===== src/rtl/tape_mem_arbiter.sv =====
// Two-port arbiter for the single SDRAM byte-read channel: cassette fetch (port 0) and host
// reads (port 1). One outstanding read at a time, round-robin or port-0 fixed priority.
module tape_mem_arbiter #(
  parameter int unsigned ADDR_W     = 25,
  parameter int unsigned DATA_W     = 8,
  parameter int unsigned LATENCY    = 2,
  parameter int unsigned FIXED_PRIO = 0
) (
  input  logic              clk_i,
  input  logic              reset_i,
  input  logic              req0_i,
  input  logic              req1_i,
  input  logic [ADDR_W-1:0] addr0_i,
  input  logic [ADDR_W-1:0] addr1_i,
  output logic              gnt0_o,
  output logic              gnt1_o,
  output logic              valid0_o,
  output logic              valid1_o,
  output logic [DATA_W-1:0] rdata0_o,
  output logic [DATA_W-1:0] rdata1_o,
  output logic              mem_rd_o,
  output logic [ADDR_W-1:0] mem_addr_o,
  input  logic              mem_ready_i,
  input  logic [DATA_W-1:0] mem_rdata_i,
  output logic              busy_o
);

  localparam int unsigned CntW = $clog2(LATENCY + 1);

  typedef enum logic [1:0] {StIdle, StIssue, StWait, StDone} state_e;

  state_e              state_q, state_d;
  logic                sel_q, sel_d;
  logic                last_q, last_d;
  logic [CntW-1:0]     cnt_q, cnt_d;
  logic                mem_rd_q, mem_rd_d;
  logic [ADDR_W-1:0]   mem_addr_q, mem_addr_d;
  logic                gnt0_q, gnt0_d, gnt1_q, gnt1_d;
  logic                valid0_q, valid0_d, valid1_q, valid1_d;
  logic [DATA_W-1:0]   rdata0_q, rdata0_d, rdata1_q, rdata1_d;
  logic                busy_q, busy_d;
  logic                winner;

  always_comb begin
    state_d    = state_q;
    sel_d      = sel_q;
    last_d     = last_q;
    cnt_d      = cnt_q;
    mem_rd_d   = mem_rd_q;
    mem_addr_d = mem_addr_q;
    gnt0_d     = 1'b0;
    gnt1_d     = 1'b0;
    valid0_d   = 1'b0;
    valid1_d   = 1'b0;
    rdata0_d   = rdata0_q;
    rdata1_d   = rdata1_q;
    winner     = 1'b0;

    unique case (state_q)
      StIdle: begin
        if (req0_i || req1_i) begin
          // On a tie round-robin favours the port that did not win last time.
          if (req0_i && req1_i) winner = (FIXED_PRIO != 0) ? 1'b0 : ~last_q;
          else                  winner = req1_i;
          sel_d      = winner;
          last_d     = winner;
          mem_addr_d = winner ? addr1_i : addr0_i;
          mem_rd_d   = 1'b1;
          state_d    = StIssue;
        end
      end
      StIssue: begin
        if (mem_ready_i) begin
          mem_rd_d = 1'b0;
          gnt0_d   = ~sel_q;
          gnt1_d   = sel_q;
          cnt_d    = CntW'(LATENCY - 1);
          state_d  = StWait;
        end
      end
      StWait: begin
        if (cnt_q != '0) begin
          cnt_d = cnt_q - 1'b1;
        end else begin
          if (sel_q) begin
            rdata1_d = mem_rdata_i;
            valid1_d = 1'b1;
          end else begin
            rdata0_d = mem_rdata_i;
            valid0_d = 1'b1;
          end
          state_d = StDone;
        end
      end
      StDone:  state_d = StIdle;
      default: state_d = StIdle;
    endcase

    busy_d = (state_d != StIdle);
  end

  always_ff @(posedge clk_i) begin
    if (reset_i) begin
      state_q    <= StIdle;
      sel_q      <= 1'b0;
      last_q     <= 1'b1;
      cnt_q      <= '0;
      mem_rd_q   <= 1'b0;
      mem_addr_q <= '0;
      gnt0_q     <= 1'b0;
      gnt1_q     <= 1'b0;
      valid0_q   <= 1'b0;
      valid1_q   <= 1'b0;
      rdata0_q   <= '0;
      rdata1_q   <= '0;
      busy_q     <= 1'b0;
    end else begin
      state_q    <= state_d;
      sel_q      <= sel_d;
      last_q     <= last_d;
      cnt_q      <= cnt_d;
      mem_rd_q   <= mem_rd_d;
      mem_addr_q <= mem_addr_d;
      gnt0_q     <= gnt0_d;
      gnt1_q     <= gnt1_d;
      valid0_q   <= valid0_d;
      valid1_q   <= valid1_d;
      rdata0_q   <= rdata0_d;
      rdata1_q   <= rdata1_d;
      busy_q     <= busy_d;
    end
  end

  assign gnt0_o     = gnt0_q;
  assign gnt1_o     = gnt1_q;
  assign valid0_o   = valid0_q;
  assign valid1_o   = valid1_q;
  assign rdata0_o   = rdata0_q;
  assign rdata1_o   = rdata1_q;
  assign mem_rd_o   = mem_rd_q;
  assign mem_addr_o = mem_addr_q;
  assign busy_o     = busy_q;

endmodule

===== config.mk =====
export PLATFORM = sky130hd
export DESIGN_NAME = tape_mem_arbiter
export DESIGN_NICKNAME = d
export VERILOG_FILES = /design/src/rtl/tape_mem_arbiter.sv
export SDC_FILE = /design/constraint.sdc
export NUM_CORES = 1
export LEC_CHECK = 0
export ABC_AREA = 1
export CAP_MARGIN = 10
export CELL_PAD_IN_SITES_DETAIL_PLACEMENT = 1
export CELL_PAD_IN_SITES_GLOBAL_PLACEMENT = 1
export CORE_MARGIN = 4
export CORE_UTILIZATION = 28
export CTS_CLUSTER_DIAMETER = 80
export DETAILED_ROUTE_END_ITERATION = 8
export GPL_TIMING_DRIVEN = 0
export PLACE_DENSITY_LB_ADDON = 0.1
export SLEW_MARGIN = 20
export SYNTH_ARGS = -nofsm -noshare
export SYNTH_HDL_FRONTEND = slang
export SYNTH_SLANG_ARGS = --single-unit

===== constraint.sdc =====
create_clock -name clk_i -period 1.4 [get_ports clk_i]
set_clock_uncertainty 0.1 [all_clocks]
set_input_delay 0.28 -clock clk_i [delete_from_list [all_inputs] [get_ports clk_i]]
set_output_delay 0.28 -clock clk_i [all_outputs]
set_load 0.05 [all_outputs]

* Yosys cells after proc, flatten, opt, wreduce, memory -nomap -nowiden
Cells that the tools add are included.
** Word-level totals
- Word-level logic and storage cells :: 56
- Register bits after elaboration :: 53
- Input port bits :: 63
** Cells by class
- Add/sub/neg operators :: 1
- Bitwise gates (word level) :: 6
- Equal/unequal tests :: 6
- Reduce and logical (&&, ||, !) cells :: 14
- Multiplexer cells :: 16
** Operator list (number)
- 2-to-1 mux 25 bit :: 1
- AND reduction 3 bit :: 4
- 2-to-1 mux 2 bit :: 5
- one-hot mux 2 bit (4 select lines) :: 1
- nonzero test 2 bit :: 4
- 2-to-1 mux 1 bit :: 7
- != test 2 bit, second input constant :: 3
- NOT 1 bit :: 6
- OR reduction 3 bit :: 2
- equality test 2 bit, second input constant :: 2
- one-hot mux 2 bit (2 select lines) :: 1
- equality test 2 x 1 -> 1 bit, second input constant :: 1
- zero test 2 bit :: 1
- one-hot mux 1 bit (2 select lines) :: 1
- AND reduction 2 bit :: 1
- subtractor 2 x 1 -> 2 bit, second input constant :: 1
- logical AND 1 bit :: 1
- logical OR 1 bit :: 1

* Longest topological paths before layout
Gate-level depths: netlist of run 1.
- Depth after elaboration :: 5
- Depth in mapped cells :: 8
- Depth with buffers taken out :: 7

* Worst setup path after synthesis of run 1
Ideal clock, no wire load.
- Path kind :: reg2reg
- From :: register cnt_q[0]
- To :: register rdata0_q[0] (netlist: rdata0_o[0])
- Setup time :: 0.114 ns
- Stages on the path, launching flop included :: 8
- Data arrival time :: 1.090 ns
- Path buffers :: 0
- Data required time :: 1.186 ns
- Path slack :: 0.096 ns
- Path through :: dfxtp_1 > inv_1 > ha_1 > inv_1 > nor2_1 > nand3b_1 > nand2_1 > nor2_1
** On the way
- Longest elaborated chain between the ends :: 3
** RTL lines
- from (decl) :: RTL line 35 : logic [CntW-1:0] cnt_q, cnt_d;
- from (signal assigned) :: RTL line 121 : cnt_q <= cnt_d;
- nonzero test 2 bit :: RTL line 82 : if (cnt_q != '0) begin
- NOT 1 bit (no source line)
- AND reduction 3 bit (no source line)
- to (signal assigned) :: RTL line 128 : rdata0_q <= rdata0_d;
- to (decl) :: RTL line 40 : logic [DATA_W-1:0] rdata0_q, rdata0_d, rdata1_q, rdata1_d;
No other way between the ends.
A chain may end at the register's enable or synchronous reset.

* Worst setup path in the final report of run 1
- From :: register busy_q (netlist: busy_o)
- To :: output busy_o
** RTL lines
- from (decl) :: RTL line 41 : logic busy_q, busy_d;
- from (signal assigned) :: RTL line 130 : busy_q <= busy_d;
- to (decl) :: RTL line 25 : output logic busy_o
No word-level cell between the ends.

==> results of run 1 <==
==> stage by stage <==
step,TNS [ns],utilization [%],cell area [sq um],cells,setup slack [ns]
2_1_floorplan,0,-,2540,404,0.0961
3_3_place_gp,-21.41,42.9,3760,621,-0.506
3_5_place_dp,-22.65,42.9,3760,621,-0.514
4_1_cts,0,42.3,3700,631,0.00204
5_1_grt,-0.0101,42.9,3760,634,-0.00968
6_report,0,42.9,3760,634,0.0461
==> cell usage in the layout (no fill, tap or decap), types with 7 or more instances in the layout <==
cell type	instances
nand3_1	7
buf_4	7
nand3b_1	9
nand2_1	117
inv_1	57
nor2_1	102
buf_2	51
dfxtp_1	51
o21ai_0	8
nor3_1	10
buf_6	8
clkdlybuf4s50_1	59
==> registers in the layout, summed over array words and instances (netlist names) <==
signal / flops
mem_addr_o: 25
rdata0_o: 8
rdata1_o: 8
cnt_q: 2
state_q: 2
busy_o: 1
gnt0_o: 1
gnt1_o: 1
last_q: 1
mem_rd_o: 1
sel_q: 1
valid0_o: 1
valid1_o: 1
==> report_power, final <==
group	leakage (uW)	switching [uW]	total, uW	internal [uW]
Clock	0.0000518	528	940	412
Combinational	0.00150	1020	1560	544
Sequential	0.000437	71.3	1730	1660
Total	0.00199	1620	4230	2610
==> metal layers <==
layer,share of wire [%],vias to the layer above,track usage (%)
li1,-,1427,-
met1,45,1202,18.9
met2,46,66,24.2
met3,8.0,5,3.96
met4,0.72,0,2.99
met5,0,-,0
==> kinds of logic (layout without fill, tap and decap cells) <==
| kind of cell | after synthesis | in the layout | share of synthesized area [%] |
|---|---|---|---|
| AND/OR/NAND/NOR | 258 | 258 | 41.5 |
| buffers and inverters | 79 | 201 | 13.5 |
| adder cells (fa/ha/maj) | 1 | 1 | 0.493 |
| AO/OA/AOI/OAI | 13 | 13 | 2.71 |
| flip-flops | 53 | 53 | 41.8 |
==> cell usage after synthesis, drive strengths merged <==
master  count  area share, %
dfxtp      53             42
inv        63            9.3
o21ai       9            1.8
ha          1           0.49
nor2      109             17
a21oi       4           0.94
clkbuf      2           0.30
nand4       1           0.25
nor3       10            2.0
nand3b      9            2.7
buf        14            3.8
nand2     121             18
nand3       8            1.6
==> worst max path at each step <==
stage	endpoint	slack (ns)	cells past startpoint	from
detailed placement	mem_addr_o[18]$_SDFFE_PP0P_	-0.51	7	req0_i
CTS	mem_addr_o[16]	0.002	1	mem_addr_o[16]$_SDFFE_PP0P_
global route	rdata0_o[4]$_SDFFE_PP0P_	-0.01	6	cnt_q[1]$_SDFFE_PP0P_
floorplan	rdata0_o[0]$_SDFFE_PP0P_	0.1	7	cnt_q[0]$_SDFFE_PP0P_
finish	busy_o	0.05	1	busy_o$_SDFF_PP0_
global placement	mem_addr_o[17]$_SDFFE_PP0P_	-0.51	7	req0_i
==> what timing repair did <==
item | CTS | global route
gates resized for setup | 235 | 34
buffers inserted | 2 | 2
setup endpoints to repair | 90 | 49
pin swaps | 1 | 4
gates cloned | 0 | 1
==> final cells by class <==
type                    instances  area (sq um)
clock inverters                 2          17.5
well taps                     108           135
flip-flops and latches         53          1070
inverters                      63           236
repair buffers                114           902
fillers                      1171          5000
multi-input cells             272          1180
plain buffers                  16           135
clock buffers                   6          82.6
==> impl_metrics.json, run 1 <==
{
  "status": "completed",
  "hold_violations": 0,
  "n_antenna_cell": 0,
  "cts_max_level": 2,
  "critPathArrivalTime_ns": 0.97,
  "antenna_found_initial": 0,
  "firstDrtPassIters": 4,
  "powerDensity_nw_per_um2": 1130,
  "worstSetupEndpointType": "primary output",
  "grt_pass1_wl_mm": 12.3,
  "yosysWarnings": 0,
  "hold_ws_ns": 0.301,
  "die-area_sq_um": 10600,
  "wl_mm": 7.76,
  "holdPathEnd": "sel_q$_SDFFE_PP0P_",
  "chipWidth_microns": 103,
  "core-area_sq_um": 8760,
  "cts_tree": "done",
  "finalSetupViolCount": 0,
  "fp.dieH_microns": 103,
  "drt_iter0_drc": 35,
  "ctsHoldBuffers": 0,
  "io_pins": 110,
  "start_kind": "flip-flop",
  "hp-start": "req1_i",
  "avgSynthCellArea_sq_um": 6.28,
  "min_period_ns": 1.35,
  "cp_data_required_time_ns": 1.02,
  "wl_per_cell_microns": 12.2,
  "finalWeightedCongestion": 0.794,
  "ys_seq_elements": 53,
  "maxCapViolations": 0,
  "regToRegEndpoint": "mem_addr_o[2]$_SDFFE_PP0P_",
  "cts_root_buf": "clkbuf_8",
  "area_growth_pct": 48.3,
  "clk_pin_slew_ns": 0.10,
  "worstHoldPathCells": 3,
  "period_share_pct": 96.7,
  "drive_above_1_share_pct": 18.6,
  "overflow": 0,
  "cpPeakStageDelay_ns": 0.35,
  "yosys.cell_types.count": 20,
  "fmax_mhz": 739,
  "crit_slowest_cell": "clkdlybuf4s18_2",
  "avgViaCountPerCell": 4.26,
  "cpLargestDelayFamily": "buffers and inverters",
  "tightest_slew_ns": 0.319,
  "drv_slew": 0,
  "io_buffers": 109,
  "ant_nets": 0,
  "drcViolationCount": 0,
  "cts_max_path_buffers": 2,
  "irDropWorstVdd_v": 0.000467,
  "rows": 34,
  "synthCells": 404,
  "synth_nets": 468,
  "grt_max_degree": 18,
  "grt_pass1_vias": 2609,
  "syn-cell-area_sq_um": 2540,
  "power.leakage_uw": 0.00199,
  "ff2ff_setup_slack_ns": 0.08,
  "initial_core_util_pct": 28.9,
  "numCtsBuffers": 5,
  "cts.sinks": 53,
  "grt_usage_pct": 14.5,
  "vias": 2700,
  "rr_worst_depth": 8,
  "path_max_fanout": 1,
  "critPathKind": "flip-flop to primary output",
  "slew_headroom_pct": 78.7,
  "dp_hpwl_mm": 5.99,
  "worstSkewPairLatency_ns": 0.30,
  "synth_seq_area_share_pct": 41.8,
  "rr_startpoint": "state_q[0]$_SDFF_PP0_",
  "worstPathCellList": "clkdlybuf4s18_2",
  "total_power_uw": 4230,
  "layout.nets": 589,
  "worst-path-buf-inv": 1,
  "hp-class": "input port to flip-flop"
}
Power figures use the tool's default switching activity.
==> run 2, diff against run 1 <==
CORE_UTILIZATION = 29   (was 28)
CTS_BUF_LIST = sky130_fd_sc_hd__clkbuf_8   (was not set)
==> impl_metrics.json, run 2 (same netlist as run 1, synthesis figures left out) <==
{
  "crit_slowest_cell": "dfxtp_1",
  "io_buffers": 109,
  "rr_worst_depth": 6,
  "wl_met2_mm": 3.94,
  "finalWeightedCongestion": 0.785,
  "initial_core_util_pct": 30.4,
  "worstHoldPathCells": 3,
  "path_max_fanout": 2,
  "holdPathEnd": "sel_q$_SDFFE_PP0P_",
  "cts_max_path_buffers": 2,
  "hp-class": "input port to flip-flop",
  "ctsHoldBuffers": 0,
  "cts_root_buf": "clkbuf_8",
  "ant_nets": 0,
  "rows": 33,
  "grt_max_degree": 17,
  "layout.nets": 586,
  "final_util_pct": 44.6,
  "core-area_sq_um": 8340,
  "wl_met1_mm": 3.55,
  "cpPeakStageDelay_ns": 0.37,
  "cts_tree": "done",
  "fp.dieH_microns": 102,
  "multi_input_area_sq_um": 1180,
  "routed-wl-met3_microns": 550,
  "power.leakage_uw": 0.00196,
  "fill_cells": 1104,
  "n_antenna_cell": 0,
  "drv_slew": 0,
  "io_pins": 110,
  "powerDensity_nw_per_um2": 1120,
  "cts_max_level": 2,
  "critPathArrivalTime_ns": 0.95,
  "drcViolationCount": 0,
  "overflow": 0,
  "grt_usage_pct": 16.0,
  "irDropWorstVdd_v": 0.000549,
  "clk_pin_slew_ns": 0.11,
  "status": "completed",
  "avgViaCountPerCell": 4.34,
  "die-area_sq_um": 10300,
  "tightest_slew_ns": 0.308,
  "vias": 2724,
  "cts.sinks": 53,
  "worstPathCellList": "buf_2",
  "post-place-ws_ns": -0.579,
  "chipWidth_microns": 102,
  "finalSetupViolCount": 0,
  "maxCapViolations": 0,
  "area_growth_pct": 46.6,
  "worstSetupEndpointType": "primary output",
  "hold_violations": 0,
  "final_cell_mix": "nand2_1, nor2_1, clkdlybuf4s50_1",
  "period_share_pct": 95.0,
  "seq_area_sq_um": 1070,
  "hp-start": "req1_i",
  "min_period_ns": 1.33,
  "rr_startpoint": "cnt_q[0]$_SDFFE_PP0P_",
  "largest_reg_flops": 25,
  "crit_start": "rdata1_o[4]$_SDFFE_PP0P_",
  "wl_mm": 8.11,
  "start_kind": "flip-flop",
  "antenna_found_initial": 0,
  "drt_iter0_drc": 44,
  "layout_commonest_cell": "nand2_1",
  "slew_headroom_pct": 79.5,
  "cp_data_required_time_ns": 1.02,
  "wl_per_cell_microns": 12.9,
  "postLayoutSetupSlackWorst_ns": 0.0700,
  "rsz0062_at_grt": "false",
  "dp_hpwl_mm": 6.30,
  "regToRegEndpoint": "cnt_q[0]$_SDFFE_PP0P_",
  "drive_above_1_share_pct": 18.4,
  "top_layer": "met4",
  "critPathKind": "flip-flop to primary output",
  "numCtsBuffers": 5,
  "ff2ff_setup_slack_ns": 0.13,
  "firstDrtPassIters": 4,
  "worst-path-buf-inv": 1,
  "grt_pass1_vias": 2650,
  "cpLargestDelayFamily": "flip-flops",
  "worstSkewPairLatency_ns": 0.31,
  "fmax_mhz": 752,
  "grt_pass1_wl_mm": 13.1
}
[run 2: changes by cell type in the layout (fill, tap and decap cells not counted), moves of 2 or more]
| cell | before | now |
|---|---|---|
| dfxtp_2 | 0 | 2 |
| inv_2 | 6 | 8 |
| inv_1 | 57 | 55 |
| buf_4 | 7 | 3 |
[run 2: area by class of cell]
| type | instances | share of cell area [%] |
|---|---|---|
| Buffer | 16 | 3.84 |
| Tap cell | 105 | 3.53 |
| Sequential cell | 53 | 28.7 |
| Timing Repair Buffer | 111 | 23.5 |
| Multi-Input combinational cell | 272 | 31.8 |
| Inverter | 63 | 6.36 |
| Clock buffer | 5 | 1.85 |
| Clock inverter | 2 | 0.437 |
[run 2: per-stage QoR]
| stage | TNS (ns) | std cells | area, sq um | power, uW | hold slack [ns] |
|---|---|---|---|---|---|
| 5_1_grt | 0 | 627 | 3720 | 4470 | 0.289 |
| 3_5_place_dp | -23.67 | 618 | 3760 | 3410 | 0.359 |
| 2_1_floorplan | 0 | 404 | 2540 | 2790 | 0.249 |
| 3_3_place_gp | -21.83 | 618 | 3760 | 3370 | 0.346 |
| 6_report | 0 | 627 | 3720 | 4180 | 0.281 |
| 4_1_cts | 0 | 627 | 3690 | 4220 | 0.359 |
[run 2: repair_timing]
item,4_1_cts,5_1_grt
setup endpoints to repair,91,48
gates resized for setup,239,31
setup buffers,2,0
pin swaps,1,5
[run 2: layer usage]
layer,up-vias,GRT usage [%]
met5,-,0
met4,0,3.68
met2,62,26.9
met3,7,3.93
met1,1238,20.6
li1,1417,-
[run 2: worst max-delay path by stage]
stage	end	slack (ns)	cells after the start
floorplan	rdata0_o[0]$_SDFFE_PP0P_	0.1	7
CTS	gnt0_o	0.002	1
global route	mem_addr_o[20]	0.02	1
detailed placement	mem_addr_o[24]$_SDFFE_PP0P_	-0.58	7
finish	rdata1_o[4]	0.07	1
global placement	mem_addr_o[19]$_SDFFE_PP0P_	-0.52	7
[run 2: power by group]
part | switching [uW] | total (uW) | internal, uW
sequential | 71.3 | 1730 | 1660
combinational | 1030 | 1560 | 530
clock | 545 | 892 | 347
==> run 3, diff against run 2 <==
CAP_MARGIN = 30   (was 10)
HOLD_SLACK_MARGIN = 0.03   (was not set)
==> results of run 3 <==
No change in the layout: final DEF, timing and power equal those of run 2.
